### src/rtl/alu_share_arbiter.sv
// Round-robin arbiter sharing one ALU between two valid/ready requesters.
// Define ALU_SHARE_OPCNT_EN to add saturating per-requester op counters (op_cnt0/op_cnt1).
module alu_share_arbiter #(
   parameter int DATA_W = 4,
   parameter int OP_W   = 3,
   parameter int CNT_W  = 8
) (
   input  logic              clk,
   input  logic              rst,
   input  logic              r0_valid,
   output logic              r0_ready,
   input  logic [DATA_W-1:0] r0_a,
   input  logic [DATA_W-1:0] r0_b,
   input  logic [OP_W-1:0]   r0_op,
   output logic              r0_rsp_valid,
   input  logic              r0_rsp_ready,
   input  logic              r1_valid,
   output logic              r1_ready,
   input  logic [DATA_W-1:0] r1_a,
   input  logic [DATA_W-1:0] r1_b,
   input  logic [OP_W-1:0]   r1_op,
   output logic              r1_rsp_valid,
   input  logic              r1_rsp_ready,
   output logic [DATA_W-1:0] rsp_result,
   output logic              rsp_carry,
   output logic              rsp_zero,
   output logic [DATA_W-1:0] alu_a,
   output logic [DATA_W-1:0] alu_b,
   output logic [OP_W-1:0]   alu_op,
   input  logic [DATA_W-1:0] alu_result,
   input  logic              alu_carry,
   input  logic              alu_zero,
   output logic              busy,
   output logic              owner
`ifdef ALU_SHARE_OPCNT_EN
   ,
   output logic [CNT_W-1:0]  op_cnt0,
   output logic [CNT_W-1:0]  op_cnt1
`endif
);

   localparam logic [1:0] ST_IDLE = 2'd0;
   localparam logic [1:0] ST_EXEC = 2'd1;
   localparam logic [1:0] ST_RESP = 2'd2;

   logic [1:0]        state_q, state_d;
   logic              last_grant_q, last_grant_d;
   logic              owner_q, owner_d;
   logic [DATA_W-1:0] a_q, a_d, b_q, b_d;
   logic [OP_W-1:0]   op_q, op_d;
   logic [DATA_W-1:0] res_q, res_d;
   logic              carry_q, carry_d, zero_q, zero_d;
   logic              sel1;
   logic              idle;
   logic              rsp_done;

   // On a tie the requester that did not win last time gets the ALU.
   always_comb begin
      sel1 = 1'b0;
      if (r1_valid && !r0_valid) sel1 = 1'b1;
      else if (r0_valid && r1_valid) sel1 = ~last_grant_q;
   end

   assign idle     = (state_q == ST_IDLE);
   assign r0_ready = idle & r0_valid & ~sel1;
   assign r1_ready = idle & r1_valid & sel1;
   assign rsp_done = (state_q == ST_RESP) & (owner_q ? r1_rsp_ready : r0_rsp_ready);

   always_comb begin
      state_d      = state_q;
      last_grant_d = last_grant_q;
      owner_d      = owner_q;
      a_d          = a_q;
      b_d          = b_q;
      op_d         = op_q;
      res_d        = res_q;
      carry_d      = carry_q;
      zero_d       = zero_q;
      case (state_q)
         ST_IDLE: begin
            if (r0_ready || r1_ready) begin
               a_d          = sel1 ? r1_a  : r0_a;
               b_d          = sel1 ? r1_b  : r0_b;
               op_d         = sel1 ? r1_op : r0_op;
               owner_d      = sel1;
               last_grant_d = sel1;
               state_d      = ST_EXEC;
            end
         end
         ST_EXEC: begin
            res_d   = alu_result;
            carry_d = alu_carry;
            zero_d  = alu_zero;
            state_d = ST_RESP;
         end
         ST_RESP: begin
            if (rsp_done) state_d = ST_IDLE;
         end
         default: state_d = ST_IDLE;
      endcase
   end

   always_ff @(posedge clk) begin
      if (rst) begin
         state_q      <= ST_IDLE;
         last_grant_q <= 1'b1;
         owner_q      <= 1'b0;
         a_q          <= '0;
         b_q          <= '0;
         op_q         <= '0;
         res_q        <= '0;
         carry_q      <= 1'b0;
         zero_q       <= 1'b0;
      end else begin
         state_q      <= state_d;
         last_grant_q <= last_grant_d;
         owner_q      <= owner_d;
         a_q          <= a_d;
         b_q          <= b_d;
         op_q         <= op_d;
         res_q        <= res_d;
         carry_q      <= carry_d;
         zero_q       <= zero_d;
      end
   end

   assign alu_a        = a_q;
   assign alu_b        = b_q;
   assign alu_op       = op_q;
   assign rsp_result   = res_q;
   assign rsp_carry    = carry_q;
   assign rsp_zero     = zero_q;
   assign r0_rsp_valid = (state_q == ST_RESP) & ~owner_q;
   assign r1_rsp_valid = (state_q == ST_RESP) & owner_q;
   assign busy         = ~idle;
   assign owner        = owner_q;

`ifdef ALU_SHARE_OPCNT_EN
   logic [CNT_W-1:0] cnt0_q, cnt0_d, cnt1_q, cnt1_d;

   // Counters stick at all-ones instead of wrapping.
   always_comb begin
      cnt0_d = cnt0_q;
      cnt1_d = cnt1_q;
      if (rsp_done && !owner_q && !(&cnt0_q)) cnt0_d = cnt0_q + 1'b1;
      if (rsp_done && owner_q && !(&cnt1_q))  cnt1_d = cnt1_q + 1'b1;
   end

   always_ff @(posedge clk) begin
      if (rst) begin
         cnt0_q <= '0;
         cnt1_q <= '0;
      end else begin
         cnt0_q <= cnt0_d;
         cnt1_q <= cnt1_d;
      end
   end

   assign op_cnt0 = cnt0_q;
   assign op_cnt1 = cnt1_q;
`endif

endmodule

### config.mk
export PLATFORM = sky130hd
export DESIGN_NAME = alu_share_arbiter
export DESIGN_NICKNAME = d
export VERILOG_FILES = /design/src/rtl/alu_share_arbiter.sv
export SDC_FILE = /design/constraint.sdc
export NUM_CORES = 1
export LEC_CHECK = 0
export ABC_AREA = 1
export BUFFER_PORTS_ARGS = -buffer_cell sky130_fd_sc_hd__buf_2
export CORE_ASPECT_RATIO = 1.4
export CORE_MARGIN = 2
export CORE_UTILIZATION = 32
export CTS_CLUSTER_DIAMETER = 50
export DETAILED_ROUTE_END_ITERATION = 6
export RECOVER_POWER = 50
export SLEW_MARGIN = 20
export SYNTH_ARGS = -nofsm -noshare
export SYNTH_HDL_FRONTEND = slang
export SYNTH_SLANG_ARGS = --single-unit
### constraint.sdc
create_clock -name clk -period 1.2 [get_ports clk]
set_input_delay 0 -clock clk [delete_from_list [all_inputs] [get_ports clk]]
set_output_delay 0 -clock clk [all_outputs]
set_load 0.005 [all_outputs]
Yosys cells after proc, flatten, opt, wreduce, memory -nomap -nowiden. Index checks and enable logic that the tools add are counted.

Eq/ne operators: 4. Muxes and demuxes: 9. Bitwise logic cells: 11. Reductions and logical operators: 7.

Operator list (count): 4-bit 2-to-1 mux (2); 1-bit bitwise AND (7); 2-bit case mux with 3 select lines (1); 2-bit 2-to-1 mux (2); 1-bit inverter (4); 2-bit AND reduction (2); 1-bit 2-to-1 mux (3); 3-bit 2-to-1 mux (1); 2-bit by 1-bit == test with 1-bit output (second input constant) (1); 2-bit == test (second input constant) (1); 1-bit logical AND (2); 2-bit logical NOT (1); 2-bit by 1-bit inequality test with 1-bit output (second input constant) (1); 2-bit inequality test (second input constant) (1); 1-bit logical NOT (1); 1-bit logical OR (1).

Flip-flop bits (word level): 21. Input bits: 34. Output and inout port bits: 23. Word-level logic and storage cells: 40.

Logic depth before layout (Yosys ltp). Gate-level depths: netlist (run 1).

Depth in word-level cells: 8. Depth in mapped cells: 7. Mapped depth without buffers: 6.

Worst setup path after synthesis (run 1). Ideal clock, no wire load.

Path type: register -> register. Start: register state_q[0]. End: register a_q[2], in the netlist alu_a[2]. Setup time: 111 ps. Arrival time: 859 ps. Data required time: 1089 ps. Setup slack: 229 ps. Cell stages (with the launch flop): 6. Buffers on the path: 1. Clock period less this slack: 971 ps. Path through: dfxtp_1 nor2_4 o21ai_4 buf_4 nor2_1 nor2_1.

Longest elaborated chain between the ends: 5. Elaborated cells on any way between the ends: 7. Those cells by class: bitwise: 4; reduce/logical: 3.

RTL lines: start: declaration (RTL line 46) `logic [1:0] state_q, state_d;`; start signal: assignment (RTL line 115) `state_q <= state_d;`; 2-bit logical NOT * (RTL line 64, 79); 1-bit bitwise AND (on tied branches) (2 in a row) (RTL line 65, 66); 1-bit logical OR (RTL line 81) `if (r0_ready || r1_ready) begin`; 2-bit AND reduction (no line) *; end signal: assignment (RTL line 108) `a_q <= '0;`; end signal: assignment (RTL line 118) `a_q <= a_d;`; end: declaration (RTL line 49) `logic [DATA_W-1:0] a_q, a_d, b_q, b_d;`.

Mark *: on every way between the ends. The rest lies on a longest branch, timed or not. A chain may end at the register's enable or synchronous reset.

Worst setup path in the final report (run 1).
Start: register last_grant_q. End: output port r1_ready.

Longest elaborated chain between the ends: 4.

RTL lines: start: declaration (RTL line 47) `logic last_grant_q, last_grant_d;`; start signal: assignment (RTL line 116) `last_grant_q <= last_grant_d;`; 1-bit inverter (RTL line 61) `else if (r0_valid && r1_valid) sel1 = ~last_grant_q;`; 1-bit 2-to-1 mux (RTL line 61); 1-bit 2-to-1 mux (RTL line 60) `if (r1_valid && !r0_valid) sel1 = 1'b1;`; 1-bit bitwise AND (RTL line 66) `assign r1_ready = idle & r1_valid & sel1;`; end: declaration (RTL line 18) `output logic r1_ready,`.

Every way passes these cells.

==> results of run 1 <==
worst paths after layout:
| check | startpoint | to | slack (ps) | depth (start not counted) |
|---|---|---|---|---|
| worst max-delay path | last_grant_q | r1_ready | 140 | 6 |
| worst min-delay path | alu_result[0] | rsp_result[0] | 8 | 3 |
| worst max register to register | state_q[0] | alu_b[2] | 160 | 4 |
| worst min register to register | last_grant_q | last_grant_q | 490 | 2 |
power by group through the flow:
stage / clock network [mW] / registers [mW] / logic, mW
after floorplan: 0 / 0.845 / 0.284
after global placement: 0 / 0.835 / 0.463
after detailed placement: 0 / 0.837 / 0.464
after CTS: 0.485 / 0.820 / 0.479
after global routing: 0.505 / 0.833 / 0.547
final: 0.462 / 0.823 / 0.466
cell type report:
type,instances,area (um2)
clock buffer,3,41.3
clock inverter,1,5.00
fill,343,1680
inverter,19,71.3
multi-input combinational,115,493
sequential,21,423
tap,39,48.8
timing repair buffer,64,335
state kept, by name, indices dropped and copies added, names as in the netlist:
name          count
last_grant_q      1
state_q           2
owner             1
alu_b             4
rsp_zero          1
rsp_carry         1
alu_op            3
rsp_result        4
alu_a             4
routing by layer:
metal / vias to the layer above / global-route usage (%)
li1: 603 / -
met1: 442 / 16.5
met2: 44 / 24.5
met3: 2 / 3.16
met4: 0 / 4.39
met5: - / 0
stage by stage:
stage          cell area, um2  cells  power (mW)  hold WS, ps  utilization [%]
2_1_floorplan            1020    161        1.13         69.1                -
3_3_place_gp             1330    253        1.30          210             42.9
3_5_place_dp             1330    253        1.30          210             42.9
4_1_cts                  1420    261        1.78         8.54             45.8
5_1_grt                  1420    262        1.89         33.4             45.8
6_report                 1420    262        1.75         7.98             45.8
critical path: cells and delay by family, from the launching register on:
kind / cells / cell delay, ps
flip-flops: 1 / 350
AND/OR/NAND/NOR: 3 / 240
buffers and inverters: 3 / 210
placed cells by master (no fill, tap or decap), drive strengths merged:
master and instances:
nand2 53, buf 48, nor2 40, dfxtp 21, inv 19, clkbuf 15, nand3 13, o21ai 7
dlygate4sd3 4, a21oi 2, clkinv 1
kinds of logic after synthesis:
| family | count (synthesis) |
|---|---|
| compound gates | 9 |
| flops | 21 |
| simple gates | 106 |
| buf+inv | 25 |
timing repair:
item,in CTS,in global routing
buffers inserted,0,1
endpoints found under the hold margin,6,0
hold buffers,4,0
resized for setup,1,4
gates cloned,0,0
pin swaps,0,1
endpoints found under the setup margin,1,3
==> run metrics, run 1 <==
largest net degree at the start of global routing=26; DR iter-0 viols=15; xor and xnor area share after synthesis=0%; root buffer cell=clkbuf_8; syn_nets=195; pre-CTS setup slack=149 ps; gpl congestion=0.679; Main synth FF type=dfxtp_1; Req. time, crit path=1200 ps; Netlist cell types=13; WL per Instance=9.13 um; Max Cap Viol=0; Vert. Die Dim=70.8 um; Worst Setup Start Kind=register; Max H-tree Level=1; Pint=1.22 mW; PD cells=1240 nW/um2; First-pass DRT Iterations=3; worst hold-check path type=in -> reg; die area=3660 um2; Seq/Total Area, Yosys=41.2%; CP max-delay cell=dfxtp_1; Metal-1 WL=1080 um; complex-gate fraction of the synthesized area=5.52%; met3 WL=174 um; routed wl met2=1120 um; warnings from Yosys=0; Synth top cells by count=nand2_1 (51), nor2_1 (39), dfxtp_1 (21), inv_1 (19), nand3_1 (13); Switching Fraction=30.5%; post-synth top area cell=dfxtp_1; leakage power=0.778 nW; PnR worst setup slack=139 ps; Clk pwr share=26.4%; Worst path max stage delay=350 ps; Simple-Gate Fraction of Synth Area=41.8%; Syn Area/Cell=6.33 um2; synthesized area=1020 um2; DR top layer=met4; num ports=57; Post-synth EDFFs=0; count leader, synth=nand2_1; routed vias/inst=4.16; post-synth top area share=41.2%; antenna-violating nets left=0; share of layout cells above drive strength 1=26.9%; Psw=0.534 mW; GRT Resource Usage Total=14.0%; placed wire-length estimate=1830 um; Fmax=0.943 GHz; Arr. time, crit path=1060 ps; antenna diode count=0; VDD IR-drop max=0.000621 V; I/O Buffers=56; Num Clock Sinks=21; initial core utilization=33.0%; first-pass GRT wire length=4070 um; vias in the first global route=1033; Post-synth ARST share=0%; period utilisation layout=88.4%; Final nets=258; # rows=24; Vias=1091; Max Clock Skew=2.81 ps; crit path capture type=output port; initial antenna violation count=0; Final Hold Vio Count=0; Synth Register Bits=21; Worst-Skew Late Latency=260 ps; DRC Markers=0; TritonCTS Buffers=3; combinational power share=26.6%; top post-synthesis cells by area=dfxtp_1 (41%), nand2_1 (19%), nor2_1 (14%); CTS tree=done; Post-Synthesis Cells=161; crit-path cells=nand2_2 -> nand2_4 -> inv_1 -> nand2_2 -> inv_1 -> buf_2; max-slew violations=0; CORE AREA=3090 um2; status=completed; grt ovf=0; Layout area overhead=39.0%; final setup fails=0; Sequential Power Share=47.0%; Slew headroom=60.3%; Post-Route WL=2390 um; multiplexer share of the synthesized area=0%; crit-path max FO=3; RSZ-0062 raised after global routing=no; Crit Path Category=reg -> out; Synth Area in Adders=0%; Clock transition at path regs=80 ps; Tmin final=1060 ps; worst slew pin tran=593 ps; Die X=51.7 um; setup TNS=0 ps; largest family of logic cells by synthesized area=simple AND/OR/NAND/NOR gates; clk buf depth=2
No activity file was read; power rests on OpenSTA's default activity.
==> run 2, diff against run 1 <==
--- a/config.mk
+++ b/config.mk
@@ -12,7 +12,9 @@
 export CORE_UTILIZATION = 32
 export CTS_CLUSTER_DIAMETER = 50
 export DETAILED_ROUTE_END_ITERATION = 6
+export PLACE_DENSITY = 0.63
 export RECOVER_POWER = 50
+export SKIP_LAST_GASP = 1
 export SLEW_MARGIN = 20
 export SYNTH_ARGS = -nofsm -noshare
 export SYNTH_HDL_FRONTEND = slang
==> run 2 against run 1 <==
  * Clock power barely moved
  * Core utilization up 0.81 points
  * Routed wire length increased by 2.5%
  * Design area up 1.8%
  * Die area unchanged
  * Clock-buffer cell count grew 1
  * Cell count increased by 1.1%
  * Non-clock buffer count up 2
  * Via count is 1.7% higher
  * Critical endpoint is now r0_ready
==> run metrics, run 2 (same netlist as run 1, synthesis figures left out) <==
Slew headroom=65.2% (+4.8 points); max-slew violations=0 (unchanged); setup slack, reg-to-reg=150 ps (about the same); crit path capture type=output port; hold slack final=8.44 ps (+0.468 ps); r2r worst-path depth=5 (+1); clk buf depth=2 (unchanged); First-pass DRT Iterations=4 (+1); Post-Route WL=2450 um (+2.5%); gpl congestion=0.664 (-2.3%); CORE AREA=3090 um2 (unchanged); worst slew pin tran=523 ps (-70.3 ps); final setup fails=0 (unchanged); RSZ-0062 raised after global routing=no; most crowded layer after global routing=met2; Final Hold Vio Count=0 (unchanged); status=completed; Top delay family on crit path=simple AND/OR/NAND/NOR gates; antenna-violating nets left=0 (unchanged); Final nets=261 (+1.2%); placed wire-length estimate=1750 um (-4.1%); Num Clock Sinks=21 (unchanged); met1 usage in global routing=14.2% (-2.2 points); commonest non-fill, non-tap cells in the layout=nand2_1 (51), buf_2 (50), nor2_1 (39); Pint=1.23 mW (+1.4%); crit-path max FO=5 (+2); grt ovf=0 (unchanged); Fmax=0.905 GHz (-3.9%); Layout area overhead=41.5%; CP max-delay cell=dfxtp_1; I/O Buffers=56 (unchanged); vias in the first global route=1022 (-1.1%); Worst path depth=4 (-2); Vias=1110 (+1.7%); largest net degree at the start of global routing=26 (unchanged); # rows=24 (unchanged); worst hold-check path type=in -> reg; DRC Markers=0 (unchanged); leakage power=0.808 nW (+3.9%); num ports=57 (unchanged); Vert. Die Dim=70.8 um (unchanged); Psw=0.528 mW (-1.1%); most common cell after layout, fill and taps aside=nand2_1; initial antenna violation count=0 (unchanged); Max Cap Viol=0 (unchanged); period utilisation layout=92.0% (+3.6 points); TritonCTS Buffers=3 (unchanged); Max H-tree Level=1 (unchanged); Tmin final=1100 ps (+43.5 ps); root buffer cell=clkbuf_8; die area=3660 um2 (unchanged); setup TNS=0 ps (unchanged); combinational power share=27.3% (+0.7 points); Clk pwr share=26.2% (-0.2 points); antenna diode count=0 (unchanged); Switching Fraction=30.0% (-0.53 points); Worst Setup Start Kind=register; Worst-Skew Late Latency=260 ps (about the same); GRT Resource Usage Total=14.2% (+0.21 points); crit-path cells=nor2_4 -> nand2_1 -> nor2_1 -> buf_2; Max Clock Skew=2.42 ps (-0.395 ps); Req. time, crit path=1200 ps (about the same); met2 usage=26.6% (+2.1 points); Clock transition at path regs=70 ps (about the same); hold depth=3 (unchanged); met3 Usage GRT=2.74% (-0.42 points); Sequential Power Share=46.6% (-0.4 points); VDD IR-drop max=0.000586 V (-5.6%); Buf/Inv on CP=1 (-2); PD cells=1220 nW/um2 (-1.2%); Arr. time, crit path=1100 ps (+40 ps); DR iter-0 viols=10 (-5); initial core utilization=33.0% (unchanged); Die X=51.7 um (unchanged); Crit Path Category=reg -> out; first-pass GRT wire length=4000 um (-1.9%); WL per Instance=9.26 um (+1.4%); final core utilization=46.6% (+0.81 points); CTS tree=done; share of layout cells above drive strength 1=27.9% (+0.97 points); routed vias/inst=4.19 (+0.59%); Worst path max stage delay=350 ps (about the same)
## run 2: power groups by stage
stage               Sequential, mW  Clock (mW)  Combinational, mW
floorplan                    0.845           0              0.284
global placement             0.838           0              0.458
detailed placement           0.838           0              0.461
CTS                          0.822       0.476              0.479
global route                 0.833       0.496              0.569
finish                       0.821       0.461              0.480
## run 2: final cells by class
class	instances	area, um2
clock buffer	4	45.0
fill	353	1650
timing repair buffer	66	360
sequential	21	420
inverter	19	71.3
tap	39	48.8
multi-input combinational	116	497
## run 2: stage by stage
stage / total power, mW / setup slack (ps) / cells / instance area (um2)
finish: 1.76 / 95.5 / 265 / 1440
global route: 1.90 / 0.738 / 265 / 1440
CTS: 1.78 / 26.9 / 262 / 1430
detailed placement: 1.30 / 165 / 253 / 1330
global placement: 1.30 / 177 / 253 / 1330
floorplan: 1.13 / 229 / 161 / 1020
## run 2: worst paths after layout
| check | start | end |
|---|---|---|
| setup / recovery | state_q[0] | r0_ready |
| hold / removal | alu_result[1] | rsp_result[1] |
| setup reg to reg | state_q[0] | alu_b[0] |
| hold reg to reg | rsp_result[3] | rsp_result[3] |
## run 2: metal layers
layer  share of wire (%)  vias to the layer above  wire [um]
li1                    -                      614          -
met1                  40                      456        976
met2                  52                       36       1280
met3                 6.3                        4        155
met4                 1.8                        0         44
met5                   0                        -          0
## run 2: worst reg2reg max path, cell delays in order (launching register included)
cell and delay, ps:
dfxtp_1 350, nor2_4 210, o21ai_2 200, nand2_1 100, nand2_1 50, nor2_1 90
## run 2: repair_timing
item / CTS / global route
resized for setup: 1 / 0
setup endpoints to repair: 1 / 2
buffers inserted: 0 / 2
hold buffers: 5 / 0
pin swaps: 0 / 1
endpoints found under the hold margin: 7 / 0
cloned: 0 / 1
